[config.mk]
export PLATFORM = sky130hd
export DESIGN_NAME = instr_prefetch
export DESIGN_NICKNAME = d
export VERILOG_FILES = /design/src/rtl/instr_prefetch_pkg.sv /design/src/rtl/instr_prefetch_fetch_fifo.sv /design/src/rtl/instr_prefetch.sv
export SDC_FILE = /design/constraint.sdc
export NUM_CORES = 1
export LEC_CHECK = 0
export ABC_AREA = 0
export CORE_UTILIZATION = 53
export CTS_CLUSTER_SIZE = 12
export DETAILED_ROUTE_END_ITERATION = 7
export MAX_ROUTING_LAYER = met4
export PLACE_DENSITY = 0.77
export SLEW_MARGIN = 20
export SYNTH_ARGS = -nofsm -noshare
export SYNTH_HDL_FRONTEND = slang
export SYNTH_SLANG_ARGS = --single-unit
[constraint.sdc]
create_clock -name clk -period 2.3 [get_ports clk]
set_input_delay 0.46 -clock clk [delete_from_list [all_inputs] [get_ports clk]]
set_output_delay 0.46 -clock clk [all_outputs]
set_load 0.03 [all_outputs]
[src/rtl/instr_prefetch_pkg.sv]
// Shared CPU parameter header for the prefetch stage and the control unit.
// Holds the default word/address widths, the ROM read latency and the
// position of the opcode field inside the first instruction word. The
// control unit and the prefetch stage both take their defaults from here
// so that they always agree on the instruction format.
package instr_prefetch_pkg;

    // Instruction word width, ROM address width, ROM read latency in cycles.
    localparam int CPU_DATA_W     = 14;
    localparam int CPU_ADDR_W     = 12;
    localparam int CPU_ROM_LAT    = 2;
    // Default depth of the prefetch word FIFO (power of two, at least 2).
    localparam int PREFETCH_DEPTH = 4;

    // The opcode occupies the top OPCODE_W bits of word0:
    // bits [data_w-1 : data_w-OPCODE_W].
    localparam int OPCODE_W = 4;

    function automatic int opcode_lsb(input int data_w);
        return data_w - OPCODE_W;
    endfunction

endpackage

[src/rtl/instr_prefetch_fetch_fifo.sv]
// fetch_fifo: DEPTH-entry FIFO of ROM words, each tagged with its ROM address.
// One word can be pushed per cycle; a pop removes two entries at once (one
// instruction pair). The head entry and the entry after it are read out
// combinationally, so they stay stable while nothing is popped.
// Ports:
//   clk, reset       clock, synchronous active-high reset (also clears storage)
//   flush            synchronous empty; wins over push and pop in the same cycle
//   push, push_data, push_addr   write one word and its address
//   pop2             remove the two head entries (caller guarantees count >= 2)
//   count            number of stored entries (0..DEPTH)
//   head_data, head_addr, next_data   head entry and head+1 entry
module fetch_fifo
    import instr_prefetch_pkg::*;
#(
    parameter int DATA_W = CPU_DATA_W,
    parameter int ADDR_W = CPU_ADDR_W,
    parameter int DEPTH  = PREFETCH_DEPTH
) (
    input  logic                     clk,
    input  logic                     reset,
    input  logic                     flush,
    input  logic                     push,
    input  logic [DATA_W-1:0]        push_data,
    input  logic [ADDR_W-1:0]        push_addr,
    input  logic                     pop2,
    output logic [$clog2(DEPTH):0]   count,
    output logic [DATA_W-1:0]        head_data,
    output logic [ADDR_W-1:0]        head_addr,
    output logic [DATA_W-1:0]        next_data
);

    localparam int PTR_W = $clog2(DEPTH);
    localparam int CNT_W = PTR_W + 1;

    logic [DATA_W-1:0] data_mem [DEPTH];
    logic [ADDR_W-1:0] addr_mem [DEPTH];
    logic [PTR_W-1:0]  wr_ptr;
    logic [PTR_W-1:0]  rd_ptr;
    logic [PTR_W-1:0]  rd_ptr_next;

    // Pointers wrap naturally because DEPTH is a power of two.
    assign rd_ptr_next = rd_ptr + PTR_W'(1);

    assign head_data = data_mem[rd_ptr];
    assign head_addr = addr_mem[rd_ptr];
    assign next_data = data_mem[rd_ptr_next];

    // Storage is cleared only on reset so the read-out words are defined
    // from the first cycle; a flush just rewinds the pointers and count.
    always_ff @(posedge clk) begin
        if (reset) begin
            wr_ptr <= '0;
            rd_ptr <= '0;
            count  <= '0;
            for (int i = 0; i < DEPTH; i++) begin
                data_mem[i] <= '0;
                addr_mem[i] <= '0;
            end
        end else if (flush) begin
            wr_ptr <= '0;
            rd_ptr <= '0;
            count  <= '0;
        end else begin
            if (push) begin
                data_mem[wr_ptr] <= push_data;
                addr_mem[wr_ptr] <= push_addr;
                wr_ptr           <= wr_ptr + PTR_W'(1);
            end
            if (pop2) begin
                rd_ptr <= rd_ptr + PTR_W'(2);
            end
            count <= count + CNT_W'(push) - (pop2 ? CNT_W'(2) : CNT_W'(0));
        end
    end

endmodule

[src/rtl/instr_prefetch.sv]
// instr_prefetch: instruction prefetch stage between the program ROM and the
// CPU control unit. Issues sequential one-word ROM reads, absorbs the fixed
// ROM latency with an in-flight shift register, buffers returned words in a
// small FIFO and presents two-word instructions over valid/ready.
// Ports:
//   clk, reset            clock, synchronous active-high reset
//   rom_rd, rom_addr      ROM read request and address (one word per cycle)
//   rom_data              word for the request issued ROM_LAT cycles earlier
//   instr_valid/ready     instruction pair handshake towards control
//   instr_word0/1         first/second word of the pair (opcode in word0 top bits)
//   instr_addr            ROM address of instr_word0
//   redirect, redirect_addr  jump taken: flush everything and refetch at target
//   halt                  stop issuing new requests while high
module instr_prefetch
    import instr_prefetch_pkg::*;
#(
    parameter int DATA_W  = CPU_DATA_W,
    parameter int ADDR_W  = CPU_ADDR_W,
    parameter int ROM_LAT = CPU_ROM_LAT,
    parameter int DEPTH   = PREFETCH_DEPTH
) (
    input  logic              clk,
    input  logic              reset,
    output logic              rom_rd,
    output logic [ADDR_W-1:0] rom_addr,
    input  logic [DATA_W-1:0] rom_data,
    output logic              instr_valid,
    input  logic              instr_ready,
    output logic [DATA_W-1:0] instr_word0,
    output logic [DATA_W-1:0] instr_word1,
    output logic [ADDR_W-1:0] instr_addr,
    input  logic              redirect,
    input  logic [ADDR_W-1:0] redirect_addr,
    input  logic              halt
);

    localparam int CNT_W = $clog2(DEPTH) + 1;

    logic [ADDR_W-1:0]  pc;
    logic [ROM_LAT-1:0] slot_v;
    logic [ADDR_W-1:0]  slot_addr [ROM_LAT];
    logic [CNT_W-1:0]   fifo_count;
    logic [15:0]        credit_used;
    logic               issue;
    logic               pop2;

    // Credits in use = words already buffered plus words still in flight.
    // A pop in the same cycle is deliberately not credited back, so the FIFO
    // can never be overrun by returning data.
    always_comb begin
        credit_used = 16'(fifo_count);
        for (int i = 0; i < ROM_LAT; i++) begin
            credit_used = credit_used + 16'(slot_v[i]);
        end
    end

    assign issue    = ~reset & ~redirect & ~halt & (credit_used < 16'(DEPTH));
    assign rom_rd   = issue;
    assign rom_addr = pc;

    assign instr_valid = (fifo_count >= CNT_W'(2));
    // A pop that coincides with a redirect is dropped; the flush wins anyway.
    assign pop2        = instr_valid & instr_ready & ~redirect;

    // Fetch PC: a redirect reloads it, otherwise it advances by one word per
    // issued request and wraps at the top of the ROM.
    always_ff @(posedge clk) begin
        if (reset) begin
            pc <= '0;
        end else if (redirect) begin
            pc <= redirect_addr;
        end else if (issue) begin
            pc <= pc + ADDR_W'(1);
        end
    end

    // In-flight tracker: slot i holds the request issued i+1 cycles ago, so
    // the last slot lines up with the word currently on rom_data. A redirect
    // kills every outstanding request so stale words never reach the FIFO.
    always_ff @(posedge clk) begin
        if (reset || redirect) begin
            slot_v <= '0;
        end else begin
            slot_v[0] <= issue;
            for (int i = 1; i < ROM_LAT; i++) begin
                slot_v[i] <= slot_v[i-1];
            end
        end
    end

    // Addresses travel alongside the valid bits; they only matter when the
    // matching valid bit is set.
    always_ff @(posedge clk) begin
        if (reset) begin
            for (int i = 0; i < ROM_LAT; i++) begin
                slot_addr[i] <= '0;
            end
        end else begin
            slot_addr[0] <= pc;
            for (int i = 1; i < ROM_LAT; i++) begin
                slot_addr[i] <= slot_addr[i-1];
            end
        end
    end

    fetch_fifo #(
        .DATA_W (DATA_W),
        .ADDR_W (ADDR_W),
        .DEPTH  (DEPTH)
    ) u_fifo (
        .clk       (clk),
        .reset     (reset),
        .flush     (redirect),
        .push      (slot_v[ROM_LAT-1]),
        .push_data (rom_data),
        .push_addr (slot_addr[ROM_LAT-1]),
        .pop2      (pop2),
        .count     (fifo_count),
        .head_data (instr_word0),
        .head_addr (instr_addr),
        .next_data (instr_word1)
    );

endmodule

# == Word-level counts from Yosys, hierarchy flattened ==
# Memories as Yosys holds them, arrays and structs flattened. A register that Yosys moved wholly into a read port is not among the register bits.
# Index checks and enable logic that the tools add are counted.
# op_classes
n_addsub,8
mul,0
n_div,0
n_lt_le_gt_ge,2
eq_ne,0
n_shift,0
mux,22
bitwise,10
n_reduce_logical,5
# ops
operator,n
$mux W12,5
$mux W14,1
$mux W2,7
$reduce_or A14 Y1,1
$add A12 B1 Y12 const B,1
$reduce_or A12 Y1,1
$mux W1,9
$add A4 B1 Y5,1
$and A1 B1 Y1,5
$lt A5 B3 Y1 const B,1
$add A2 B1 Y2 const B,2
$add A3 B1 Y4,1
$add A3 B1 Y3,1
$ge A3 B2 Y1 const B,1
$not A1 Y1,3
$sub A3 B3 Y3,1
$add A2 B2 Y2 const B,1
$or A1 B1 Y1,2
$reduce_bool A2 Y1,1
$reduce_or A2 Y1,1
$logic_or A1 B1 Y1,1
# totals
regBits,21
latch_bits,0
mem_bits_rw,128
mem_bits_ro,0
inputBits,31
output_inout_bits,54
wordCells,55
memories,3
# mem_list
name,words,word_bits,read_ports,rd_ports_with_merged_regs,write_ports,line,source
u_fifo.data_mem,4,14,2,1,4,instr_prefetch_fetch_fifo.sv:35,logic [DATA_W-1:0] data_mem [DEPTH];
u_fifo.addr_mem,4,12,1,1,4,instr_prefetch_fetch_fifo.sv:36,logic [ADDR_W-1:0] addr_mem [DEPTH];
slot_addr,2,12,2,0,2,instr_prefetch.sv:41,logic [ADDR_W-1:0] slot_addr [ROM_LAT];

# == Depth between registers and ports, before layout ==
# logic_depth
ltp_word,6
depth_mapped,9

# == Hierarchy ==
# From an unflattened synthesis, not the netlist that was laid out.
# hier_totals
cells_unflattened,419
area_unflattened_um2,5243.8
# by_module_without_submodules
module,instances,cells_each,area_each_um2
fetch_fifo,1,272,3766.1
instr_prefetch,1,147,1477.7

# == Least setup slack after synthesis ==
# Ideal clock, no wire load.
# synth_path
path_kind,in2reg
start,input redirect
end,register u_fifo.count[2]
setup_ns,0.117
arrival_time_ns,1.790
required_ns,2.183
path_slack_ns,0.393
cell_stages,9
cell_sequence,inv_1 clkbuf_1 nand3_1 ha_1 inv_1 ha_1 xor2_1 xnor2_1 nor2_1
# synth_via
elab_chain_cells,4
word_cells_on_any_way,5
# synth_lines
element,line,source
"start, declared",instr_prefetch.sv:32,"input logic redirect,"
$not A1 Y1,instr_prefetch.sv:63,assign pop2 = instr_valid & instr_ready & ~redirect;
$and A1 B1 Y1,instr_prefetch.sv:63,
$mux W2,instr_prefetch_fetch_fifo.sv:72,count <= count + CNT_W'(push) - (pop2 ? CNT_W'(2) : CNT_W'(0));
$sub A3 B3 Y3,instr_prefetch_fetch_fifo.sv:72,
"end signal, assigned",instr_prefetch_fetch_fifo.sv:72,
"end, declared",instr_prefetch_fetch_fifo.sv:26,"output logic [$clog2(DEPTH):0] count,"
# Several ways; a longest one is shown, not always the timed one.
# A chain may end at the register's enable or synchronous reset.

==> impl_metrics.csv <==
group,metric,value,unit
yosys,async_flop_share,0,%
final_layout,instances_no_fill,632,
worst_setup_path,critPathLaunchType,"flop",
grt,grt_pass1_vias,3322,
routing,topRoutingLayerUsed,"met4",
yosys,synth_edf_count,80,
worst_setup_path,crit_required,1.84,ns
flow_run,cap_violations,0,
routing,wl_met3,492,um
cts,cts_buffer_depth,2,
placed_design,port_buffers,84,
yosys,netlist_instances,392,
floorplan,die_height,101.0,um
floorplan,chipWidth,101.0,um
worst_setup_path,reg2reg_slack,0.50,ns
grt,overflow,0,
routing,vias,3321,
placed_design,gp_congestion,0.8651,
sta,timing.setup.tns,0,ns
min_path,hp-start,"slot_addr[0][10]",
cts,clock_latency,0.50,ns
yosys,synth_seq_area_share,63.54,%
final_layout,n_antenna_cell,0,
cts,cts_htree_levels,4,
yosys,synth_area,0.005199,mm2
final_layout,area_growth,31.60,%
worst_setup_path,critPathKind,"reg2out",
cts,cts_tree,"built",
worst_setup_path,end_kind,"output pin",
sta,max_freq,0.4479,GHz
routing,vias_per_cell,5.255,
routing,wire_per_inst,16.44,um
sta,post-route-min-period,2.233,ns
final_layout,n_fill_cell,677,
floorplan,core,0.009371,mm2
grt,grt_max_degree,35,
yosys,syn_nets,427,
floorplan,rows,35,
routing,finalWirelength,10.39,mm
placed_design,post_dp_cell_area,0.006254,mm2
final_layout,drive_gt1_share,21.27,%
cts,numCtsBuffers,17,
sta,worst_pin_slew,0.6596,ns
yosys,avgSynthCellArea,13.26,um2
sta,maxSlewViolCount,0,
grt,grt_antenna_before_repair,0,
pwr,peakVddDrop,0.5997,mV
final_layout,final_area,0.006842,mm2
worst_setup_path,reg2reg_to,"rom_addr[4]",
floorplan,start_util,55.47,%
floorplan,die-area,0.01021,mm2
sta,slew_headroom,56.03,%
floorplan,io_pins,85,
yosys,ys_warn_count,0,
cts,cts_sinks,125,
placed_design,dp_hpwl,6.754,mm
routing,ant_nets,0,
routing,drt-pass1-iter-count,4,
sta,timing.final.hold_violations,0,
sta,finalSetupViolCount,0,
pwr,total_power,0.005627,W
status,status,"complete, no violations",
yosys,ys_seq_elements,125,
grt,grtUsageTotal,22.59,%
sta,skew,0.007582,ns
pwr,p_per_area,822.5,mW/mm2
worst_setup_path,cp_max_fo,26,
cts,clk_pin_slew,0.06,ns
final_layout,nets,525,
routing,drt-initial-drc-count,111,
worst_setup_path,crit_arrival,1.77,ns
sta,finalCritPeriodShare,97.07,%
cts,ctsHoldBuffers,0,
cts,cts_root_buf,"clkbuf_8",
yosys,ys.flop_type,"edfxtp_1",
yosys,ys_types,49,
pwr,p_leak,2.772,nW
routing,met1_length,4.496,mm
routing,drc_errors,0,
placed_design,dp_cells,599,
routing,dr_wl_met2,5.247,mm
worst_setup_path,r2r-start,"slot_v[1]",
grt,grt_pass1_wl,16.45,mm
min_path,hp-class,"reg2reg",
worst_setup_path,reg2regPathDepth,5,
min_path,holdPathEnd,"slot_addr[0][22]",
min_path,hold_depth,1,
## logic make-up after synthesis
kind of cell               Yosys count  share of synthesized area [%]
buffers and inverters               29                          2.286
DFF                                125                          63.54
xor gates and xnor gates             8                          1.348
AOI/OAI and AO/OA                   33                          5.199
muxes                               41                          8.857
adders and majority gates            4                         0.9627
and+or+nand+nor                    152                          17.81
## sequential cells by signal, indices dropped and copies added, names as in the netlist, named ones only
register / count
u_fifo.data_mem: 56
slot_addr: 24
u_fifo.wr_ptr: 2
slot_v: 2
u_fifo.count: 3
u_fifo.addr_mem: 24
rom_addr: 12
u_fifo.rd_ptr: 1
## area by class of cell
cell class	instances	area [um2]	area share [%]
Clock buffer	19	431.7	6.309
Clock inverter	13	187.7	2.743
Inverter	7	26.28	0.3841
Multi-Input combinational cell	238	1777	25.97
Sequential cell	125	3303	48.28
Tap cell	129	161.4	2.359
Timing Repair Buffer	101	954.7	13.95
## synth_stat cells, drive strengths merged, types with 2 or more instances
library cell / instances / area, um2
mux2: 40 / 450.4
a21boi: 2 / 18.77
a32oi: 2 / 17.52
a41o: 2 / 20.02
xnor2: 5 / 43.79
a21oi: 5 / 28.78
and4: 3 / 28.78
nand2: 8 / 30.03
dfxtp: 45 / 900.9
clkbuf: 15 / 57.55
xor2: 3 / 26.28
nor2: 16 / 60.06
a211oi: 7 / 52.55
or2: 5 / 31.28
a2111oi: 2 / 17.52
nor2b: 23 / 143.9
nor3: 2 / 26.28
and2: 70 / 437.9
and3: 15 / 93.84
nand3: 5 / 30.03
inv: 7 / 26.28
buf: 7 / 35.03
edfxtp: 80 / 2402
ha: 4 / 50.05
## power by group
part,leakage [nW],total (W),internal [W],switching (W)
sequential,1.19,0.00251,0.00246,0.0000438
clock,0.296,0.00274,0.00179,0.000950
combinational,1.28,0.000378,0.000166,0.000212
## worst max-delay path by stage
stage,end,from,depth (start not counted),slack [ns]
finish,instr_word0[13],flop,3,0.07
global route,instr_word1[3],u_fifo.rd_ptr[1],3,-0.002
CTS,instr_valid,u_fifo.count[1],2,0.002
detailed placement,u_fifo.data_mem[1][5],redirect,4,0.11
global placement,u_fifo.data_mem[1][6],redirect,4,0.16
floorplan,u_fifo.count[2],redirect,9,0.39
## cell usage in the layout, fill, tap and decap left out, drive strengths merged, types with 5 or more instances in the layout
| cell type | Yosys | final |
|---|---|---|
| clkinv | 0 | 5 |
| and3 | 15 | 15 |
| dfxtp | 45 | 45 |
| a21oi | 5 | 5 |
| buf | 7 | 22 |
| clkbuf | 15 | 19 |
| and2 | 70 | 70 |
| edfxtp | 80 | 80 |
| inv | 7 | 9 |
| dlygate4sd2 | 0 | 36 |
| clkdlybuf4s50 | 0 | 42 |
| nor2b | 23 | 23 |
| xnor2 | 5 | 5 |
| nand3 | 5 | 5 |
| or2 | 5 | 5 |
| mux2 | 40 | 40 |
| a211oi | 7 | 7 |
| nand2 | 8 | 8 |
| nor2 | 16 | 16 |
## layer usage
metal,up-vias,global-route usage [%]
met4,0,9.253
met1,1598,26.57
met5,-,-
met3,14,5.548
li1,1601,-
met2,108,37.21
## through the flow
stage               hold WS, ns  setup slack (ns)  util, %
floorplan                0.4138            0.3932        -
global placement         0.4172            0.1567    66.73
detailed placement       0.4282            0.1135    66.73
CTS                      0.4415          0.002106    72.86
global route             0.4593         -0.001677    73.00
finish                   0.4350           0.06748    73.00
## worst max-delay path, stage by stage (launching register included)
cell and delay, ns:
dfxtp_1 0.35, buf_12 0.19, mux2_2 0.36, dlygate4sd2_1 0.36
## repair_timing
item,in CTS,in global routing
pin swaps,0,1
setup buffers,0,1
endpoints found under the hold margin,0,0
endpoints found under the setup margin,36,16
resized for setup,36,2
Note: power is estimated with default switching activity, not from simulation.
